## src/rtl/rv_ctrl_pkg.sv

```systemverilog
// ---------------------------------------------------------------------------
// rv_ctrl_pkg
// Shared constants for the RV32I control path: opcode values, multi-cycle
// FSM state codes, datapath mux / ALU / immediate encodings and the branch
// funct3 values. Also provides small decode helpers used by the controllers.
// No ports (package).
// ---------------------------------------------------------------------------
package rv_ctrl_pkg;

  // Opcodes handled by the core
  localparam logic [6:0] OP_LOAD   = 7'd3;
  localparam logic [6:0] OP_IMM    = 7'd19;
  localparam logic [6:0] OP_STORE  = 7'd35;
  localparam logic [6:0] OP_R      = 7'd51;
  localparam logic [6:0] OP_LUI    = 7'd55;
  localparam logic [6:0] OP_BRANCH = 7'd99;
  localparam logic [6:0] OP_JALR   = 7'd103;
  localparam logic [6:0] OP_JAL    = 7'd111;

  // Multi-cycle FSM state codes (also visible on state_dbg)
  localparam logic [3:0] S_FETCH     = 4'd0;
  localparam logic [3:0] S_DECODE    = 4'd1;
  localparam logic [3:0] S_MEM_ADR   = 4'd2;
  localparam logic [3:0] S_MEM_READ  = 4'd3;
  localparam logic [3:0] S_MEM_WB    = 4'd4;
  localparam logic [3:0] S_MEM_WRITE = 4'd5;
  localparam logic [3:0] S_EXEC_R    = 4'd6;
  localparam logic [3:0] S_EXEC_I    = 4'd7;
  localparam logic [3:0] S_ALU_WB    = 4'd8;
  localparam logic [3:0] S_BRANCH    = 4'd9;
  localparam logic [3:0] S_JAL       = 4'd10;
  localparam logic [3:0] S_JALR      = 4'd11;
  localparam logic [3:0] S_LINK      = 4'd12;
  localparam logic [3:0] S_LUI       = 4'd13;

  // Result bus source
  localparam logic [1:0] RES_ALU_OUT    = 2'b00;
  localparam logic [1:0] RES_MDR        = 2'b01;
  localparam logic [1:0] RES_ALU_RESULT = 2'b10;
  localparam logic [1:0] RES_IMM        = 2'b11;

  // ALU operand A source
  localparam logic [1:0] SRC_A_PC     = 2'b00;
  localparam logic [1:0] SRC_A_OLD_PC = 2'b01;
  localparam logic [1:0] SRC_A_RS1    = 2'b10;

  // ALU operand B source
  localparam logic [1:0] SRC_B_RS2  = 2'b00;
  localparam logic [1:0] SRC_B_IMM  = 2'b01;
  localparam logic [1:0] SRC_B_FOUR = 2'b10;

  // ALU operation class
  localparam logic [1:0] ALU_ADD    = 2'b00;
  localparam logic [1:0] ALU_SUB    = 2'b01;
  localparam logic [1:0] ALU_RFUNCT = 2'b10;
  localparam logic [1:0] ALU_IFUNCT = 2'b11;

  // Immediate format
  localparam logic [2:0] IMM_I = 3'b000;
  localparam logic [2:0] IMM_S = 3'b001;
  localparam logic [2:0] IMM_B = 3'b010;
  localparam logic [2:0] IMM_J = 3'b011;
  localparam logic [2:0] IMM_U = 3'b100;

  // Branch funct3 values
  localparam logic [2:0] F3_BEQ = 3'b000;
  localparam logic [2:0] F3_BNE = 3'b001;
  localparam logic [2:0] F3_BLT = 3'b100;
  localparam logic [2:0] F3_BGE = 3'b101;

  // Immediate format selected purely from the opcode; unknown opcodes fall
  // back to the I format so the extender always sees a defined select.
  function automatic logic [2:0] imm_src_for(input logic [6:0] opcode);
    logic [2:0] sel;
    sel = IMM_I;
    case (opcode)
      OP_STORE:  sel = IMM_S;
      OP_BRANCH: sel = IMM_B;
      OP_JAL:    sel = IMM_J;
      OP_LUI:    sel = IMM_U;
      default:   sel = IMM_I;
    endcase
    return sel;
  endfunction

  function automatic logic is_known_opcode(input logic [6:0] opcode);
    logic known;
    known = 1'b0;
    case (opcode)
      OP_LOAD, OP_IMM, OP_STORE, OP_R,
      OP_LUI, OP_BRANCH, OP_JALR, OP_JAL: known = 1'b1;
      default:                            known = 1'b0;
    endcase
    return known;
  endfunction

endpackage

```

## src/rtl/controller_multi_cycle_if.sv

```systemverilog
// ---------------------------------------------------------------------------
// controller_multi_cycle_if
// Bundle between the multi-cycle controller and the datapath.
//   Datapath -> controller: opcode, funct3, zero, neg, mem_ready
//   Controller -> datapath: pc_write, adr_src, mem_write, ir_write,
//     result_src, alu_src_a, alu_src_b, alu_op, imm_src, reg_write,
//     illegal_instr, state_dbg
// master = controller side, slave = datapath side.
// ---------------------------------------------------------------------------
interface controller_multi_cycle_if;

  logic [6:0] opcode;
  logic [2:0] funct3;
  logic       zero;
  logic       neg;
  logic       mem_ready;

  logic       pc_write;
  logic       adr_src;
  logic       mem_write;
  logic       ir_write;
  logic [1:0] result_src;
  logic [1:0] alu_src_a;
  logic [1:0] alu_src_b;
  logic [1:0] alu_op;
  logic [2:0] imm_src;
  logic       reg_write;
  logic       illegal_instr;
  logic [3:0] state_dbg;

  modport master (
    input  opcode, funct3, zero, neg, mem_ready,
    output pc_write, adr_src, mem_write, ir_write, result_src,
           alu_src_a, alu_src_b, alu_op, imm_src, reg_write,
           illegal_instr, state_dbg
  );

  modport slave (
    output opcode, funct3, zero, neg, mem_ready,
    input  pc_write, adr_src, mem_write, ir_write, result_src,
           alu_src_a, alu_src_b, alu_op, imm_src, reg_write,
           illegal_instr, state_dbg
  );

endinterface

```

## src/rtl/branch_cond.sv

```systemverilog
// ---------------------------------------------------------------------------
// branch_cond
// Combinational branch decision from the ALU compare flags.
//   funct3 in  3  branch type (BEQ/BNE/BLT/BGE)
//   zero   in  1  ALU result == 0
//   neg    in  1  ALU signed result < 0
//   taken  out 1  branch is taken
// Unsupported funct3 values are treated as not taken.
// ---------------------------------------------------------------------------
module branch_cond
  import rv_ctrl_pkg::*;
(
  input  logic [2:0] funct3,
  input  logic       zero,
  input  logic       neg,
  output logic       taken
);

  // The ALU computes rs1 - rs2, so equality is the zero flag and signed
  // less-than is the neg flag.
  always_comb begin
    taken = 1'b0;
    case (funct3)
      F3_BEQ:  taken = zero;
      F3_BNE:  taken = ~zero;
      F3_BLT:  taken = neg;
      F3_BGE:  taken = ~neg;
      default: taken = 1'b0;
    endcase
  end

endmodule

```

## src/rtl/controller_multi_cycle.sv

```systemverilog
// ---------------------------------------------------------------------------
// controller_multi_cycle
// Main sequencing FSM of the multi-cycle RV32I core. Steps each instruction
// through fetch/decode/execute/memory/writeback on a shared memory port and
// a single reused ALU, and drives all datapath selects and write enables.
//   clk   in  1  system clock
//   rst_n in  1  asynchronous active-low reset (forces FETCH)
//   ctrl  master modport of controller_multi_cycle_if (see that file)
// Outputs are Moore on the state register, except that FETCH loads and the
// BRANCH PC load are gated by mem_ready and the branch flags respectively.
// ---------------------------------------------------------------------------
module controller_multi_cycle
  import rv_ctrl_pkg::*;
(
  input  logic                     clk,
  input  logic                     rst_n,
  controller_multi_cycle_if.master ctrl
);

  logic [3:0] state_q;
  logic [3:0] state_d;
  logic       branch_taken;

  logic       pc_write;
  logic       adr_src;
  logic       mem_write;
  logic       ir_write;
  logic [1:0] result_src;
  logic [1:0] alu_src_a;
  logic [1:0] alu_src_b;
  logic [1:0] alu_op;
  logic       reg_write;
  logic       illegal_instr;

  branch_cond u_branch_cond (
    .funct3 (ctrl.funct3),
    .zero   (ctrl.zero),
    .neg    (ctrl.neg),
    .taken  (branch_taken)
  );

  // State register; reset drops the FSM back to FETCH even mid-instruction.
  always_ff @(posedge clk or negedge rst_n) begin
    if (!rst_n) begin
      state_q <= S_FETCH;
    end else begin
      state_q <= state_d;
    end
  end

  // Next-state logic. Unknown opcodes in DECODE and unreachable state codes
  // both fall back to FETCH.
  always_comb begin
    state_d = S_FETCH;
    case (state_q)
      S_FETCH:     state_d = ctrl.mem_ready ? S_DECODE : S_FETCH;
      S_DECODE: begin
        case (ctrl.opcode)
          OP_LOAD, OP_STORE: state_d = S_MEM_ADR;
          OP_R:              state_d = S_EXEC_R;
          OP_IMM:            state_d = S_EXEC_I;
          OP_BRANCH:         state_d = S_BRANCH;
          OP_JAL:            state_d = S_JAL;
          OP_JALR:           state_d = S_JALR;
          OP_LUI:            state_d = S_LUI;
          default:           state_d = S_FETCH;
        endcase
      end
      S_MEM_ADR:   state_d = (ctrl.opcode == OP_LOAD) ? S_MEM_READ : S_MEM_WRITE;
      S_MEM_READ:  state_d = ctrl.mem_ready ? S_MEM_WB : S_MEM_READ;
      S_MEM_WB:    state_d = S_FETCH;
      S_MEM_WRITE: state_d = ctrl.mem_ready ? S_FETCH : S_MEM_WRITE;
      S_EXEC_R:    state_d = S_ALU_WB;
      S_EXEC_I:    state_d = S_ALU_WB;
      S_ALU_WB:    state_d = S_FETCH;
      S_BRANCH:    state_d = S_FETCH;
      S_JAL:       state_d = S_ALU_WB;
      S_JALR:      state_d = S_LINK;
      S_LINK:      state_d = S_ALU_WB;
      S_LUI:       state_d = S_FETCH;
      default:     state_d = S_FETCH;
    endcase
  end

  // Output decode. DECODE precomputes old_pc + imm so a branch or JAL target
  // is already in alu_out; JAL then reuses the ALU for old_pc + 4 as the
  // link value, and JALR does the same in LINK after loading the PC. Strobes
  // are forced low while reset is asserted because FETCH would otherwise
  // follow mem_ready.
  always_comb begin
    pc_write      = 1'b0;
    adr_src       = 1'b0;
    mem_write     = 1'b0;
    ir_write      = 1'b0;
    result_src    = RES_ALU_OUT;
    alu_src_a     = SRC_A_PC;
    alu_src_b     = SRC_B_RS2;
    alu_op        = ALU_ADD;
    reg_write     = 1'b0;
    illegal_instr = 1'b0;
    case (state_q)
      S_FETCH: begin
        alu_src_b  = SRC_B_FOUR;
        result_src = RES_ALU_RESULT;
        ir_write   = ctrl.mem_ready;
        pc_write   = ctrl.mem_ready;
      end
      S_DECODE: begin
        alu_src_a     = SRC_A_OLD_PC;
        alu_src_b     = SRC_B_IMM;
        illegal_instr = ~is_known_opcode(ctrl.opcode);
      end
      S_MEM_ADR: begin
        alu_src_a = SRC_A_RS1;
        alu_src_b = SRC_B_IMM;
      end
      S_MEM_READ: begin
        adr_src = 1'b1;
      end
      S_MEM_WB: begin
        result_src = RES_MDR;
        reg_write  = 1'b1;
      end
      S_MEM_WRITE: begin
        adr_src   = 1'b1;
        mem_write = 1'b1;
      end
      S_EXEC_R: begin
        alu_src_a = SRC_A_RS1;
        alu_op    = ALU_RFUNCT;
      end
      S_EXEC_I: begin
        alu_src_a = SRC_A_RS1;
        alu_src_b = SRC_B_IMM;
        alu_op    = ALU_IFUNCT;
      end
      S_ALU_WB: begin
        reg_write = 1'b1;
      end
      S_BRANCH: begin
        alu_src_a = SRC_A_RS1;
        alu_op    = ALU_SUB;
        pc_write  = branch_taken;
      end
      S_JAL: begin
        alu_src_a = SRC_A_OLD_PC;
        alu_src_b = SRC_B_FOUR;
        pc_write  = 1'b1;
      end
      S_JALR: begin
        alu_src_a  = SRC_A_RS1;
        alu_src_b  = SRC_B_IMM;
        result_src = RES_ALU_RESULT;
        pc_write   = 1'b1;
      end
      S_LINK: begin
        alu_src_a = SRC_A_OLD_PC;
        alu_src_b = SRC_B_FOUR;
      end
      S_LUI: begin
        result_src = RES_IMM;
        reg_write  = 1'b1;
      end
      default: begin
        pc_write = 1'b0;
      end
    endcase
    if (!rst_n) begin
      pc_write      = 1'b0;
      ir_write      = 1'b0;
      mem_write     = 1'b0;
      reg_write     = 1'b0;
      illegal_instr = 1'b0;
    end
  end

  assign ctrl.pc_write      = pc_write;
  assign ctrl.adr_src       = adr_src;
  assign ctrl.mem_write     = mem_write;
  assign ctrl.ir_write      = ir_write;
  assign ctrl.result_src    = result_src;
  assign ctrl.alu_src_a     = alu_src_a;
  assign ctrl.alu_src_b     = alu_src_b;
  assign ctrl.alu_op        = alu_op;
  assign ctrl.imm_src       = imm_src_for(ctrl.opcode);
  assign ctrl.reg_write     = reg_write;
  assign ctrl.illegal_instr = illegal_instr;
  assign ctrl.state_dbg     = state_q;

endmodule

```

## src/flat_wrapper.sv

```systemverilog
// flat-port wrapper written by rule: the top's interface ports become plain ports
module controller_multi_cycle_flat import rv_ctrl_pkg::*;
  (clk, rst_n, ctrl_opcode, ctrl_funct3, ctrl_zero, ctrl_neg, ctrl_mem_ready, ctrl_pc_write, ctrl_adr_src, ctrl_mem_write, ctrl_ir_write, ctrl_result_src, ctrl_alu_src_a, ctrl_alu_src_b, ctrl_alu_op, ctrl_imm_src, ctrl_reg_write, ctrl_illegal_instr, ctrl_state_dbg);
  controller_multi_cycle_if ctrl_i ();
  input  logic clk;
  input  logic rst_n;
  input wire logic [$bits(ctrl_i.opcode)-1:0] ctrl_opcode;
  input wire logic [$bits(ctrl_i.funct3)-1:0] ctrl_funct3;
  input wire logic [$bits(ctrl_i.zero)-1:0] ctrl_zero;
  input wire logic [$bits(ctrl_i.neg)-1:0] ctrl_neg;
  input wire logic [$bits(ctrl_i.mem_ready)-1:0] ctrl_mem_ready;
  output wire logic [$bits(ctrl_i.pc_write)-1:0] ctrl_pc_write;
  output wire logic [$bits(ctrl_i.adr_src)-1:0] ctrl_adr_src;
  output wire logic [$bits(ctrl_i.mem_write)-1:0] ctrl_mem_write;
  output wire logic [$bits(ctrl_i.ir_write)-1:0] ctrl_ir_write;
  output wire logic [$bits(ctrl_i.result_src)-1:0] ctrl_result_src;
  output wire logic [$bits(ctrl_i.alu_src_a)-1:0] ctrl_alu_src_a;
  output wire logic [$bits(ctrl_i.alu_src_b)-1:0] ctrl_alu_src_b;
  output wire logic [$bits(ctrl_i.alu_op)-1:0] ctrl_alu_op;
  output wire logic [$bits(ctrl_i.imm_src)-1:0] ctrl_imm_src;
  output wire logic [$bits(ctrl_i.reg_write)-1:0] ctrl_reg_write;
  output wire logic [$bits(ctrl_i.illegal_instr)-1:0] ctrl_illegal_instr;
  output wire logic [$bits(ctrl_i.state_dbg)-1:0] ctrl_state_dbg;
  assign ctrl_i.opcode = ctrl_opcode;
  assign ctrl_i.funct3 = ctrl_funct3;
  assign ctrl_i.zero = ctrl_zero;
  assign ctrl_i.neg = ctrl_neg;
  assign ctrl_i.mem_ready = ctrl_mem_ready;
  assign ctrl_pc_write = ctrl_i.pc_write;
  assign ctrl_adr_src = ctrl_i.adr_src;
  assign ctrl_mem_write = ctrl_i.mem_write;
  assign ctrl_ir_write = ctrl_i.ir_write;
  assign ctrl_result_src = ctrl_i.result_src;
  assign ctrl_alu_src_a = ctrl_i.alu_src_a;
  assign ctrl_alu_src_b = ctrl_i.alu_src_b;
  assign ctrl_alu_op = ctrl_i.alu_op;
  assign ctrl_imm_src = ctrl_i.imm_src;
  assign ctrl_reg_write = ctrl_i.reg_write;
  assign ctrl_illegal_instr = ctrl_i.illegal_instr;
  assign ctrl_state_dbg = ctrl_i.state_dbg;
  controller_multi_cycle u_core (.clk(clk), .rst_n(rst_n), .ctrl(ctrl_i));
endmodule
```

## config.mk

```make
export PLATFORM = sky130hd
export DESIGN_NAME = controller_multi_cycle_flat
export DESIGN_NICKNAME = d
export VERILOG_FILES = /design/src/rtl/rv_ctrl_pkg.sv /design/src/rtl/controller_multi_cycle_if.sv /design/src/rtl/branch_cond.sv /design/src/rtl/controller_multi_cycle.sv /design/src/flat_wrapper.sv
export SDC_FILE = /design/constraint.sdc
export NUM_CORES = 1
export LEC_CHECK = 0
export ABC_AREA = 0
export BUFFER_PORTS_ARGS = -buffer_cell sky130_fd_sc_hd__buf_2
export CORE_MARGIN = 5
export CORE_UTILIZATION = 35
export DETAILED_ROUTE_END_ITERATION = 10
export PLACE_DENSITY = 0.61
export RECOVER_POWER = 25
export SLEW_MARGIN = 5
export SYNTH_ARGS = -nofsm -noshare
export SYNTH_HDL_FRONTEND = slang
export SYNTH_SLANG_ARGS = --single-unit
```

## constraint.sdc

```tcl
create_clock -name clk -period 2 [get_ports clk]
set_input_delay 0 -clock clk [delete_from_list [all_inputs] [get_ports clk]]
set_output_delay 0 -clock clk [all_outputs]
set_load 0.02 [all_outputs]
```

==> flow_summary.toml <==
[run_status]
status = "finished, final reports clean"

[sta]
finalMaxSlewViolations = 0
max_freq_mhz = 570
slew_headroom = 0.603
hold_viol = 0
setup_viol = 0
tns_ps = 0
period_share = 0.878
worstMarginPinSlew_ps = 596
fin_ws_ps = 244
rsz0062_at_grt = "no"
fin_crit_ps = 1760
hold_ws_ps = 102
skew_ps = 8.27

[finish]
diodes = 0
area_delta_synth_final_pct = 24.4
stdcell_count = 167
layout.nets = 156
fin_area_um2 = 956
layout-drive-gt1-share = 0.317
final_util = 0.445
largest_reg_flops = 4

[placement]
dpl_cell_area_um2 = 928
place_inst = 163
dp_hpwl_mm = 1.62
portBuffers = 35
gp_congestion = 0.762
place_ws_ps = 438

[yosys]
synthesis.instances = 108
synth_sequential_area_ratio = 0.130
synth.distinct_cells = 45
yosysWarnings = 0
syn_nets = 123
synth-seq-cells = 4
synthTopCellsByArea = "dfrtp_1, nand2b_1, o21ai_0, nand2_1, a21oi_1"
synth_ff_type = "dfrtp_1"
synth_edf_count = 0
netlist.area_leader.share = 0.130
avgSynthCellArea_um2 = 7.11
synth_area_um2 = 768
synthArstFlopShare = 1.00
synth_top_area_cell = "dfrtp_1"

[worst_setup_path]
path_depth = 3
required_ps = 2000
critical-path-top-delay-family = "simple AND/OR/NAND/NOR gates"
critPathLaunchType = "flip-flop"
crit_buf_inv = 1
r2r_start = "u_core.ctrl.state_dbg[2]"
rrSetupSlack_ps = 430
crit_slowest_cell = "or4_4"
arrival_ps = 1760
crit_path_end = "ctrl_pc_write"
crit_fanout = 20
crit_chain = "or4_4, a21oi_2, buf_2"
startpoint = "u_core.ctrl.state_dbg[1]"
r2r-end = "u_core.ctrl.state_dbg[2]"
end_kind = "primary output"
worstSetupPathType = "reg2out"
rr_worst_depth = 4
max_stage_delay_ps = 620

[floorplan]
die_w_um = 56.9
io_pins = 36
initial_core_util = 0.358
core_mm2 = 0.00215
dieArea_mm2 = 0.00323
row_count = 17
die_h_um = 56.9

[pwr]
power_density_mw_per_mm2 = 392
power.switching_mw = 0.153
combPwrFrac = 0.455
power_frac_clock = 0.280
p_int_mw = 0.222
power_frac_seq = 0.265
p_leak_nw = 0.441
switching_share = 0.407
vdd_drop_max_mv = 0.206
p_total_mw = 0.375

[detailed_routing]
vias = 875
first_pass_iters = 4
antenna_left = 0
routedWlPerCell_um = 12.6
drc = 0
avgViaCountPerCell = 5.24
finalWirelength_mm = 2.10
drt_iter0_drc = 26

[clock_tree]
numCtsBuffers = 3
path_clk_slew_ps = 40
post_cts_buffers = 0
cts_buffer_depth = 2
insertion_delay_ps = 240
cts_tree = "yes"
htreeDepth = 1
clock_sinks = 4
cts_resized = 0
cts_root_buf = "clkbuf_4"

[global_routing]
grtUsageTotal = 0.134
grt_max_degree = 21
grt_pass1_vias = 805
grt_first_pass_wirelength_mm = 3.53
grt.overflow.total = 0
grt_antenna_before_repair = 0

[worst_hold_path]
hold_path_class = "in2reg"

[run]
cap_violations = 0
==> layout by cell type, fill, tap and decap left out, types with 2 or more instances in the layout <==
cell and count:
buf_2 31, nand2_1 12, o21ai_0 9, nand2b_1 8, nor2_1 8, a21oi_1 6
nor3_1 5, nor3b_1 4, clkbuf_1 4, dfrtp_1 4, inv_1 3, xnor2_1 3
clkbuf_4 3, nor2b_1 2, nor4_1 2, nand3_1 2, or3_1 2, a211oi_1 2
buf_4 2
==> worst reg2reg max path: cells and delay by family, from the launching register on <==
kind,cells,cell delay [ps]
AOI/OAI and AO/OA,3,470
and+or+nand+nor,1,300
DFF,1,700
==> timing repair <==
action                     CTS  global route
hold buffers                 1             0
setup endpoints to repair    0             0
hold endpoints to repair     4             0
==> per-layer routing <==
layer	GRT usage	vias up	wire length, µm
met1	0.168	379	905
met3	0.0207	4	157
met5	0	-	0
li1	-	457	-
met2	0.210	35	996
met4	0.0861	0	42
==> cells by family (layout without fill, tap and decap cells) <==
logic type | Yosys count | in the layout | synth area share
DFF | 4 | 4 | 0.130
AOI/OAI and AO/OA | 28 | 28 | 0.238
and+or+nand+nor | 58 | 58 | 0.474
muxes | 1 | 1 | 0.0130
xor gates and xnor gates | 4 | 4 | 0.0456
buffers and inverters | 13 | 44 | 0.0993
==> cell type report <==
| class | count | area, µm² |
|---|---|---|
| Fill cell | 249 | 1190 |
| Multi-Input combinational cell | 91 | 592 |
| Timing Repair Buffer | 38 | 195 |
| Sequential cell | 4 | 100 |
| Tap cell | 28 | 35.0 |
| Clock buffer | 3 | 22.5 |
| Inverter | 3 | 11.3 |
==> synth_stat cells, types with 2 or more instances <==
cell type / count
nor4_1: 2
a21oi_1: 6
inv_1: 3
clkbuf_1: 2
o21ai_0: 9
nor2b_1: 2
buf_4: 2
dfrtp_1: 4
or3_1: 2
nand3_1: 2
nor3b_1: 4
nand2_1: 12
nand2b_1: 8
nor3_1: 5
nor2_1: 8
buf_2: 4
xnor2_1: 3
a211oi_1: 2
buf_6: 2
==> power by group through the flow <==
stage	Combinational (mW)	Sequential [mW]	Clock [mW]
final	0.170	0.0993	0.105
after global routing	0.189	0.102	0.111
after CTS	0.172	0.0996	0.108
after detailed placement	0.169	0.100	0
after global placement	0.168	0.0999	0
after floorplan	0.125	0.0930	0
==> how the worst min path moves through the flow <==
| stage | from | endpoint | slack [ps] | cells after the start |
|---|---|---|---|---|
| after global routing | ctrl_opcode[0] | u_core.ctrl.state_dbg[3] | 130 | 3 |
| final | ctrl_mem_ready | u_core.ctrl.state_dbg[1] | 100 | 2 |
| after detailed placement | rst_n | u_core.ctrl.state_dbg[1] | -160 | 1 |
| after CTS | ctrl_mem_ready | u_core.ctrl.state_dbg[1] | 90 | 2 |
| after floorplan | rst_n | u_core.ctrl.state_dbg[0] | -300 | 0 |
| after global placement | rst_n | u_core.ctrl.state_dbg[1] | -160 | 1 |
Note: power is estimated with default switching activity, not from simulation.
